`config.mk`:
```
export PLATFORM = sky130hd
export DESIGN_NAME = sw_debounce
export DESIGN_NICKNAME = d
export VERILOG_FILES = /design/src/rtl/sw_debounce.sv
export SDC_FILE = /design/constraint.sdc
export NUM_CORES = 1
export LEC_CHECK = 0
export CAP_MARGIN = 20
export CORE_MARGIN = 5
export CORE_UTILIZATION = 45
export DETAILED_ROUTE_END_ITERATION = 10
export HOLD_SLACK_MARGIN = 0.02
export PLACE_DENSITY = 0.65
export REMOVE_ABC_BUFFERS = 1
export SETUP_SLACK_MARGIN = 0.15
export SYNTH_ARGS = -nofsm -noshare
export SYNTH_HDL_FRONTEND = slang
export SYNTH_SLANG_ARGS = --single-unit
export TNS_END_PERCENT = 100
```
`constraint.sdc`:
```
create_clock -name clk -period 19.54 [get_ports clk]
set_input_delay 2.931 -clock clk [delete_from_list [all_inputs] [get_ports clk]]
set_output_delay 2.931 -clock clk [all_outputs]
set_load 0.005 [all_outputs]
```
`src/rtl/sw_debounce.sv`:
```
// Switch input conditioner: per-bit synchronizer plus bounce filter feeding the switch device.
// Optional macro SW_DEBOUNCE_EDGE_EN adds registered per-bit rise/fall strobes (sw_rise/sw_fall).
module sw_debounce #(
  parameter int NBITS           = 10,
  parameter int SYNC_STAGES     = 2,
  parameter int DEBOUNCE_CYCLES = 500000,
  parameter int CNTBITS         = 20
) (
  input  logic             clk,
  input  logic             reset,
  input  logic [NBITS-1:0] sw_raw,
  output logic [NBITS-1:0] sw_db,
  output logic             sw_changed
`ifdef SW_DEBOUNCE_EDGE_EN
  ,
  output logic [NBITS-1:0] sw_rise,
  output logic [NBITS-1:0] sw_fall
`endif
);

  localparam logic [CNTBITS-1:0] CNT_MAX = CNTBITS'(DEBOUNCE_CYCLES - 1);

  typedef enum logic {
    STABLE,
    COUNTING
  } bit_state_e;

  logic [NBITS-1:0]   sync_q [SYNC_STAGES];
  logic [NBITS-1:0]   sync;
  logic [CNTBITS-1:0] cnt_q  [NBITS];
  logic [CNTBITS-1:0] cnt_d  [NBITS];
  bit_state_e         state  [NBITS];
  logic [NBITS-1:0]   upd;

  // The first stage samples the pins directly; no logic in front of it.
  // NOTE: state elements use <= so every flop samples pre-edge values and the chain shifts by one.
  always_ff @(posedge clk or posedge reset) begin
    if (reset) begin
      for (int s = 0; s < SYNC_STAGES; s++) sync_q[s] <= '0;
    end else begin
      sync_q[0] <= sw_raw;
      for (int s = 1; s < SYNC_STAGES; s++) sync_q[s] <= sync_q[s-1];
    end
  end

  assign sync = sync_q[SYNC_STAGES-1];

  always_comb begin
    for (int i = 0; i < NBITS; i++) begin
      // NOTE: defaults first so every path assigns every output and no latch is inferred.
      cnt_d[i] = '0;
      upd[i]   = 1'b0;
      state[i] = (sync[i] != sw_db[i]) ? COUNTING : STABLE;
      case (state[i])
        STABLE:   cnt_d[i] = '0;
        COUNTING: begin
          if (cnt_q[i] == CNT_MAX) upd[i] = 1'b1;
          else                     cnt_d[i] = cnt_q[i] + CNTBITS'(1);
        end
        default:  cnt_d[i] = '0;
      endcase
    end
  end

  // NOTE: counters are individual flops, not a RAM, so resetting them all is cheap and
  // guarantees any count in progress at reset is discarded.
  always_ff @(posedge clk or posedge reset) begin
    if (reset) begin
      for (int i = 0; i < NBITS; i++) cnt_q[i] <= '0;
      sw_db      <= '0;
      sw_changed <= 1'b0;
    end else begin
      for (int i = 0; i < NBITS; i++) cnt_q[i] <= cnt_d[i];
      sw_db      <= (sw_db & ~upd) | (sync & upd);
      sw_changed <= |upd;
    end
  end

`ifdef SW_DEBOUNCE_EDGE_EN
  // Strobes register alongside sw_db, so they line up with sw_changed.
  always_ff @(posedge clk or posedge reset) begin
    if (reset) begin
      sw_rise <= '0;
      sw_fall <= '0;
    end else begin
      sw_rise <= upd & sync;
      sw_fall <= upd & ~sync;
    end
  end
`else
  // No edge strobes: upd feeds only sw_db and sw_changed.
`endif

endmodule
```
# Word level (Yosys, flattened, before mapping)
# Index checks and enable logic that the tools add are counted.
totals:
  rom_bits: 0
  out_inout_bits: 11
  in_bits: 12
  latchBits: 0
  memories: 0
  wordCells: 109
  ram_bits: 0
  register_bits: 231
op_classes:
  reduce_logical: 1
  order_cmp: 0
  n_div: 0
  bitwise_logic: 14
  n_eq_ne: 20
  multipliers: 0
  shift: 0
  n_mux: 50
  n_addsub: 10
ops:
  columns: ["op", "n"]
  rows:
  - ["20-bit one-hot mux with 2 select lines", 10]
  - ["20-bit by 1-bit adder with 20-bit output, second input constant", 10]
  - ["20-bit by 19-bit == test with 1-bit output, second input constant", 10]
  - ["20-bit two-way mux", 10]
  - ["1-bit two-way mux", 30]
  - ["10-bit bitwise AND", 2]
  - ["1-bit inequality test", 10]
  - ["1-bit NOT", 10]
  - ["10-bit NOT", 1]
  - ["10-bit OR", 1]
  - ["10-bit OR reduction", 1]

# Logic depth before layout (Yosys ltp)
# Gate-level depths: netlist of run 1.
logic_depth:
  depth_word: 6
  depth_mapped: 9
  mapped_depth_nobuf: 6

# Worst setup path after synthesis of run 1
# Ideal clock, no wire load.
synth_timing:
  path_kind: "register -> output"
  start: "register (tool-made name)"
  end: "output sw_db[9]"
  slack_ns: 16.228
  n_path_buf: 0
  path_stages_with_launch: 1
  arrival_time_ns: 0.381
  t_required_ns: 16.609
  cell_sequence: "dfrtp_1"
synth_lines:
  columns: ["element", "line_no", "text"]
  rows:
  - ["end: declaration", "12", "output logic [NBITS-1:0] sw_db,"]

==> impl_metrics.env, run 1 <==
export IMPL_status="complete, no violations"
export IMPL_place_congestion=0.771
export IMPL_diodes=0
export IMPL_cap_violations=0
export IMPL_cts_hold_buf=0
export IMPL_criticalPathCategory="input port to async pin"
export IMPL_slew_headroom_pct=30.4
export IMPL_finalSetupTns_ns=0
export IMPL_cts_sinks=231
export IMPL_ant_nets=0
export IMPL_io_pins=23
export IMPL_synth_xor_area_share_pct=15.6
export IMPL_synth_top_cell_by_area="dfrtp_1"
export IMPL_drt_iter0_drc=276
export IMPL_final_hold_viol_count=0
export IMPL_p_leak_nw=5.01
export IMPL_worst_pin_slew_ns=1.02
export IMPL_layout_drive_gt1_share_pct=6.06
export IMPL_max_freq_mhz=217
export IMPL_min_path_type="register to register"
export IMPL_endpoint="cnt_q[114]"
export IMPL_ys_seq_elements=231
export IMPL_p_per_area_nw_per_um2=83.5
export IMPL_grt_use_total_pct=14.4
export IMPL_die_area_um2=26900
export IMPL_final_period_utilization_pct=23.5
export IMPL_final_cells=1425
export IMPL_grt_pass1_wl_um=33200
export IMPL_die_w_um=164
export IMPL_fill_cells=2173
export IMPL_core_area_um2=23400
export IMPL_fin_crit_ns=4.60
export IMPL_clk_pin_slew_ns=0.05
export IMPL_num_vias=7051
export IMPL_rsz0062_at_grt="false"
export IMPL_synthFlopType="dfrtp_1"
export IMPL_synth_top_family_by_area="simple AND/OR/NAND/NOR gates"
export IMPL_numCtsBuffers=27
export IMPL_start_kind="input port"
export IMPL_setup_viol=0
export IMPL_syn_to_final_growth_pct=13.0
export IMPL_worst_ep_arrival_time_ns=5.12
export IMPL_avgViaCountPerCell=4.95
export IMPL_post_synth_instance_area_um2=10700
export IMPL_path_max_fanout=95
export IMPL_finalInstanceArea_um2=12100
export IMPL_reg2reg_from="cnt_q[80]"
export IMPL_async_reset_ff_share_pct=100
export IMPL_timing_max_transition_violations_final=0
export IMPL_wl_um=18400
export IMPL_crit_path_end_kind="async pin"
export IMPL_ctsHtreeMaxLevel=1
export IMPL_start_util_pct=45.6
export IMPL_max_vdd_ir_drop_mv=0.0720
export IMPL_ctsResizeCount=0
export IMPL_fin_nets=1108
export IMPL_synth_simple_gate_area_share_pct=25.3
export IMPL_synth_compound_area_share_pct=0.235
export IMPL_place_inst=1375
export IMPL_place_area_um2=11200
export IMPL_grt_antenna_before_repair=0
export IMPL_yosysWarnings=0
export IMPL_critPathLaunch="reset"
export IMPL_rr_worst_depth=6
export IMPL_drt_pass1_iter_count=4
export IMPL_drc=0
export IMPL_rows=56
export IMPL_rrSetupSlack_ns=17.14
export IMPL_finalClockSkew_ns=0.0106
export IMPL_yosys_top_cells_area="dfrtp_1, xnor2_1, nor2_1"
export IMPL_hpwl_um=11900
export IMPL_insertion_delay_ns=0.53
export IMPL_syn_avg_cell_area_um2=10.1
export IMPL_cts_setup_buffers=0
export IMPL_synthAdderAreaFrac_pct=1.17
export IMPL_portBuffers=22
export IMPL_root_buffer="clkbuf_16"
export IMPL_wl_per_cell_um=12.9
export IMPL_syn_inst=1059
export IMPL_synth_mux_area_share_pct=1.06
export IMPL_clockBufferDepth=3
export IMPL_grt_overflow_total=0
export IMPL_grt_pass1_vias=7017
export IMPL_synth_edf_count=0
export IMPL_cts_tree="yes"
export IMPL_synth_top_area_share_pct=54.2
export IMPL_yosysSeqAreaShare_pct=54.2
export IMPL_hp_start="sync_q[16]"
export IMPL_synth_distinct_cells=33
export IMPL_worstPathRequired_ns=20.06
export IMPL_r2r_end="sw_changed"
export IMPL_die_height_um=164
export IMPL_grt_max_degree=157
==> synth_stat cells (3+ instances only) <==
master / n
and2_1: 3
clkbuf_1: 3
nor2b_1: 5
nand3_1: 67
nand2_1: 58
dfrtp_1: 231
and3_1: 16
xnor2_1: 104
xor2_1: 86
nor4b_1: 16
nand4_1: 55
buf_2: 19
inv_1: 32
mux2_2: 10
buf_4: 3
ha_1: 10
nor2_1: 240
nor3_1: 45
or2_2: 9
nor4_1: 21
and4_1: 9
==> state kept, by name, indices dropped and copies added, names as in the netlist, named ones only <==
| name | count |
|---|---|
| cnt_q | 200 |
| sw_changed | 1 |
| sync_q | 10 |
| sync | 10 |
==> critical path, stage by stage <==
cell             delay, ns
clkdlybuf4s50_1       0.49
inv_8                 0.36
buf_16                0.41
buf_4                 0.81
==> cell type report <==
cell class	count	area, um^2	share of cell area, %
flip-flops and latches	231	5780	48.0
multi-input cells	770	4630	38.4
clock buffers	38	747	6.20
well taps	319	399	3.31
repair buffers	24	255	2.12
inverters	32	128	1.06
clock inverters	11	119	0.986
==> stage by stage <==
stage	hold slack [ns]	utilization (%)	total power (W)	worst slack [ns]
finish	0.346	51.5	0.00101	14.94
global route	0.353	51.5	0.00105	14.54
CTS	0.347	51.4	0.00102	14.78
detailed placement	0.335	47.7	0.000530	14.21
global placement	0.333	47.7	0.000530	14.25
floorplan	0.331	-	0.000520	10.28
==> worst min-delay path by stage <==
stage / cells past startpoint / slack [ns] / end
after CTS: 0 / 0.35 / sync[6]
after floorplan: 0 / 0.33 / sync[0]
after global placement: 0 / 0.33 / sync[2]
final: 0 / 0.35 / sync[6]
after detailed placement: 0 / 0.33 / sync[6]
after global routing: 0 / 0.35 / sync[3]
==> cells by family after synthesis <==
group                      after synthesis
xor gates and xnor gates               190
muxes                                   10
and+or+nand+nor                        557
buffers and inverters                   58
adders and majority gates               10
AOI/OAI and AO/OA                        3
DFF                                    231
==> layer usage <==
layer / routed length, um / vias to the layer above / global-route usage, % / part of all wire, %
li1: - / 3605 / - / -
met1: 9210 / 3355 / 20.8 / 50
met2: 8230 / 58 / 22.9 / 45
met3: 563 / 33 / 2.46 / 3.1
met4: 417 / 0 / 3.70 / 2.3
met5: 0 / - / 0 / 0
==> cells in the final DEF, fill, tap and decap left out, types with 3 or more instances in the layout <==
master	instances
clkbuf_8	3
dfrtp_1	231
nor4b_1	16
nand4_1	55
and3_1	16
nand3_1	67
nor2b_1	5
nor3_1	45
xnor2_1	104
clkinv_2	5
and2_1	3
xor2_1	86
nand2_1	58
clkbuf_1	8
mux2_2	10
nor4_1	21
ha_1	10
clkbuf_16	27
and4_1	9
or2_2	9
inv_1	31
nor2_1	240
clkdlybuf4s50_1	22
==> where the power goes <==
part / total (W) / switching, W / internal (W)
sequential: 0.000492 / 0.00000601 / 0.000486
clock: 0.000485 / 0.000192 / 0.000293
combinational: 0.0000295 / 0.0000207 / 0.00000886
(Power assumes the default switching activity.)
==> run 2: changes to the inputs <==
==> constraint.sdc (replaced) <==
create_clock -name clk -period 4.75 [get_ports clk]
set_input_delay 0.7125 -clock clk [delete_from_list [all_inputs] [get_ports clk]]
set_output_delay 0.7125 -clock clk [all_outputs]
set_load 0.005 [all_outputs]
==> run 2 against run 1 <==
  * Setup slack got worse by 12 ns
  * Sequential share of layout area increased by 0.24 points
  * Final cell count decreased by 0.21%
  * Total power increased to 4.0 times the previous value
  * Die area unchanged
  * Clock skew decreased by 0.0035 ns
  * Highest routed layer unchanged
  * Design area decreased by 0.50%
  * Largest power group unchanged
  * Sequential power increased to 4.1 times the previous value
==> impl_metrics.env, run 2 (synthesized netlist as in run 1, its figures left out) <==
export IMPL_status="complete, no violations"
export IMPL_root_buffer="clkbuf_16"
export IMPL_place_inst=1378
export IMPL_hold_path_end="sync[5]"
export IMPL_worst_pin_slew_ns=0.947
export IMPL_cts_hold_buf=0
export IMPL_cts_tree="yes"
export IMPL_die_area_um2=26900
export IMPL_place_area_um2=11200
export IMPL_grt_use_total_pct=14.6
export IMPL_finalSetupTns_ns=0
export IMPL_cpMaxStageDelayCell="a2111oi_0"
export IMPL_hpwl_um=12200
export IMPL_grt_pass1_vias=7108
export IMPL_diodes=0
export IMPL_fin_nets=1109
export IMPL_min_path_type="register to register"
export IMPL_setup_ws_ns=2.50
export IMPL_fill_cells=2177
export IMPL_slowest_delay_ns=0.85
export IMPL_post_route_util_pct=51.3
export IMPL_setup_viol=0
export IMPL_rsz0062_at_grt="false"
export IMPL_hp_start="sync_q[15]"
export IMPL_insertion_delay_ns=0.50
export IMPL_reg2reg_from="cnt_q[80]"
export IMPL_ant_nets=0
export IMPL_start_kind="register"
export IMPL_largest_reg_flops=200
export IMPL_final_cells=1422
export IMPL_ctsResizeCount=0
export IMPL_syn_to_final_growth_pct=12.4
export IMPL_grt_pass1_wl_um=33200
export IMPL_layout_drive_gt1_share_pct=5.80
export IMPL_clk_pin_slew_ns=0.06
export IMPL_drc=0
export IMPL_criticalPathCategory="register to register"
export IMPL_final_period_utilization_pct=47.3
export IMPL_start_util_pct=45.6
export IMPL_cts_setup_buffers=0
export IMPL_finalInstanceArea_um2=12000
export IMPL_fin_crit_ns=2.25
export IMPL_clockBufferDepth=3
export IMPL_worstPathRequired_ns=5.09
export IMPL_grt_max_degree=149
export IMPL_final_common_cell="nor2_1"
export IMPL_rrSetupSlack_ns=2.50
export IMPL_cap_violations=0
export IMPL_finalClockSkew_ns=0.00705
export IMPL_slew_headroom_pct=35.2
export IMPL_die_height_um=164
export IMPL_wl_per_cell_um=13.1
export IMPL_final_cell_mix="nor2_1, dfrtp_1, xnor2_1"
export IMPL_regMostFlops="cnt_q"
export IMPL_core_area_um2=23400
export IMPL_portBuffers=22
export IMPL_io_pins=23
export IMPL_die_w_um=164
export IMPL_avgViaCountPerCell=5.05
export IMPL_path_cells="ha_1 -> and3_1 -> nand4_1 -> nor3_1 -> a2111oi_0 -> nand3_1"
export IMPL_place_congestion=0.769
export IMPL_rr_worst_depth=6
export IMPL_grt_antenna_before_repair=0
export IMPL_cp_top_family="compound AO/OA/AOI/OAI gates"
export IMPL_rows=56
export IMPL_max_vdd_ir_drop_mv=0.277
export IMPL_min_path_cells=0
export IMPL_numCtsBuffers=25
export IMPL_drt_pass1_iter_count=5
export IMPL_r2r_end="sw_changed"
export IMPL_crit_buf_inv=0
export IMPL_dp_slack_ns=2.22
export IMPL_ctsHtreeMaxLevel=1
export IMPL_p_per_area_nw_per_um2=332
export IMPL_drt_iter0_drc=311
export IMPL_p_leak_nw=4.99
export IMPL_cts_sinks=231
export IMPL_grt_overflow_total=0
export IMPL_num_vias=7182
export IMPL_final_hold_viol_count=0
export IMPL_worst_ep_arrival_time_ns=2.59
export IMPL_path_max_fanout=4
export IMPL_timing_max_transition_violations_final=0
export IMPL_crit_path_end_kind="register"
export IMPL_max_freq_mhz=445
export IMPL_wl_um=18700
-- run 2: cell type report --
cell class,instances,area (um^2),area share (%)
Inverter,32,128,1.06
Clock buffer,39,738,6.15
Timing Repair Buffer,27,278,2.32
Multi-Input combinational cell,770,4630,38.6
Clock inverter,4,45.0,0.376
Tap cell,319,399,3.33
Sequential cell,231,5780,48.2
-- run 2: worst max-delay path by stage --
stage	to	start	depth (start not counted)	slack, ns
after floorplan	async pin	reset	1	-2.30
after global placement	cnt_q[118]	reset	3	2.25
after detailed placement	cnt_q[112]	reset	3	2.22
after CTS	sw_changed	cnt_q[80]	6	2.53
after global routing	cnt_q[17]	cnt_q[12]	5	2.40
final	sw_changed	cnt_q[80]	6	2.50
-- run 2: report_power, final --
group	switching, W	total, W	internal [W]	leakage [nW]
clock	0.000723	0.00183	0.00111	0.387
combinational	0.0000856	0.000124	0.0000381	1.45
sequential	0.0000244	0.00202	0.00200	3.16
total	0.000833	0.00398	0.00315	4.99
-- run 2: metrics by stage --
| stage | hold WS, ns | total power, W |
|---|---|---|
| final | 0.346 | 0.00398 |
| after global routing | 0.359 | 0.00417 |
| after CTS | 0.348 | 0.00405 |
| after detailed placement | 0.335 | 0.00218 |
| after global placement | 0.333 | 0.00218 |
| after floorplan | 0.331 | 0.00214 |
-- run 2: layer usage --
layer	part of all wire (%)	global-route usage, %
met1	49	21.1
met2	46	23.1
met3	2.7	2.43
met4	2.0	3.47
met5	0	0
==> run 3: changes to the inputs <==
==> constraint.sdc (replaced) <==
create_clock -name clk -period 2.3 [get_ports clk]
set_input_delay 0.345 -clock clk [delete_from_list [all_inputs] [get_ports clk]]
set_output_delay 0.345 -clock clk [all_outputs]
set_load 0.005 [all_outputs]
==> run 3 against run 2 <==
  * Maximum frequency is 12% higher
  * Global-route usage about the same
  * Combinational power grew 120%
  * Final cell count is 0.42% higher
  * Setup slack worse by 2.2 ns
  * Via count down 0.46%
  * Clock power increased by 92%
  * Routed wire length down 0.88%
  * Critical endpoint unchanged
==> impl_metrics.env, run 3 (synthesized netlist as in run 1, its figures left out) <==
export IMPL_worstPathRequired_ns=2.66
export IMPL_path_max_fanout=4
export IMPL_whs_ns=0.277
export IMPL_top_layer="met4"
export IMPL_die_area_um2=26900
export IMPL_ctsHtreeMaxLevel=1
export IMPL_worst_pin_slew_ns=0.678
export IMPL_insertion_delay_ns=0.50
export IMPL_die_height_um=164
export IMPL_grt_antenna_before_repair=0
export IMPL_syn_to_final_growth_pct=12.7
export IMPL_start_util_pct=45.6
export IMPL_grt_use_total_pct=14.5
export IMPL_crit_path_end_kind="register"
export IMPL_rsz0062_at_grt="false"
export IMPL_rows=56
export IMPL_place_congestion=0.777
export IMPL_drt_pass1_iter_count=5
export IMPL_min_path_type="input port to register"
export IMPL_setup_viol=0
export IMPL_drt_iter0_drc=280
export IMPL_criticalPathCategory="register to register"
export IMPL_root_buffer="clkbuf_16"
export IMPL_grt_max_degree=68
export IMPL_p_leak_nw=5.01
export IMPL_worst_ep_arrival_time_ns=2.37
export IMPL_timing_max_transition_violations_final=0
export IMPL_grt_pass1_wl_um=33500
export IMPL_dr_wl_met2_um=8160
export IMPL_grt_overflow_total=0
export IMPL_start_kind="register"
export IMPL_clockBufferDepth=3
export IMPL_grt_pass1_vias=7207
export IMPL_avgViaCountPerCell=5.01
export IMPL_slew_headroom_pct=54.7
export IMPL_io_pins=23
export IMPL_cts_setup_buffers=0
export IMPL_drc=0
export IMPL_fin_crit_ns=2.01
export IMPL_drt_met1_wl_um=9410
export IMPL_status="complete, no violations"
export IMPL_p_per_area_nw_per_um2=663
export IMPL_final_period_utilization_pct=87.4
export IMPL_layout_drive_gt1_share_pct=6.22
export IMPL_max_vdd_ir_drop_mv=0.446
export IMPL_clk_pin_slew_ns=0.06
export IMPL_core_area_um2=23400
export IMPL_final_hold_viol_count=0
export IMPL_cts_sinks=231
export IMPL_wl_um=18500
export IMPL_dr_wl_met3_um=578
export IMPL_wl_per_cell_um=12.9
export IMPL_final_cell_mix="nor2_1, dfrtp_1, xnor2_1"
export IMPL_ant_nets=0
export IMPL_portBuffers=22
export IMPL_cts_tree="yes"
export IMPL_die_w_um=164
export IMPL_post_route_util_pct=51.4
export IMPL_hpwl_um=12600
export IMPL_finalClockSkew_ns=0.00899
export IMPL_regMostFlops="cnt_q"
export IMPL_max_freq_mhz=498
export IMPL_largest_reg_flops=200
export IMPL_num_vias=7149
export IMPL_cap_violations=0
export IMPL_diodes=0
export IMPL_numCtsBuffers=25
export IMPL_fin_nets=1119
export IMPL_final_common_cell="nor2_1"
==> run 3: per-stage QoR <==
stage	setup TNS (ns)	total power, W	instance area [um^2]	std cells	setup slack, ns
after floorplan	-1011.30	0.00442	10500	1033	-4.38
after global placement	0	0.00453	11300	1389	0.177
after detailed placement	0	0.00453	11300	1389	0.215
after CTS	0	0.00811	12000	1428	0.204
after global routing	0	0.00834	12000	1428	0.187
final	0	0.00797	12000	1428	0.291
==> run 3: worst paths after layout <==
kind	to	cells after the start	startpoint	slack [ns]
setup / recovery	sw_changed	6	cnt_q[80]	0.29
hold / removal	sync_q[18]	1	sw_raw[8]	0.28
setup reg to reg	sw_changed	6	cnt_q[80]	0.29
hold reg to reg	sync[5]	0	sync_q[15]	0.35
max in group asynchronous	sync[0]	3	reset	1.40
min in group asynchronous	sync[9]	2	reset	0.30
==> run 3: layer usage <==
metal / vias to the layer above / track usage [%]
met3: 25 / 2.21
met4: 0 / 3.74
li1: 3634 / -
met2: 68 / 23.2
met5: - / 0
met1: 3422 / 20.9
==> run 3: power by group <==
| part | internal (W) | switching (W) |
|---|---|---|
| Combinational | 0.0000943 | 0.000182 |
| Clock | 0.00204 | 0.00147 |
| Sequential | 0.00413 | 0.0000504 |
==> run 3: final cells by class <==
cell class | instances | area, um^2
Clock buffer | 36 | 687
Clock inverter | 3 | 15.0
Fill cell | 2175 | 11400
Inverter | 32 | 128
Multi-Input combinational cell | 770 | 4630
Sequential cell | 231 | 5780
Tap cell | 319 | 399
Timing Repair Buffer | 37 | 383
==> run 3: repair_timing <==
| item | 4_1_cts | 5_1_grt |
|---|---|---|
| hold buffers | 0 | 0 |
| endpoints found under the setup margin | 0 | 35 |
| gates resized for setup | 0 | 3 |
| endpoints found under the hold margin | 0 | 0 |
==> run 3: worst max-delay path, cell delays in order (launching register included) <==
cell and delay, ns:
dfrtp_1 0.41, ha_1 0.24, and3_1 0.22, nand4_1 0.11, nor3_1 0.08, a2111oi_1 0.66, nand3_1 0.14
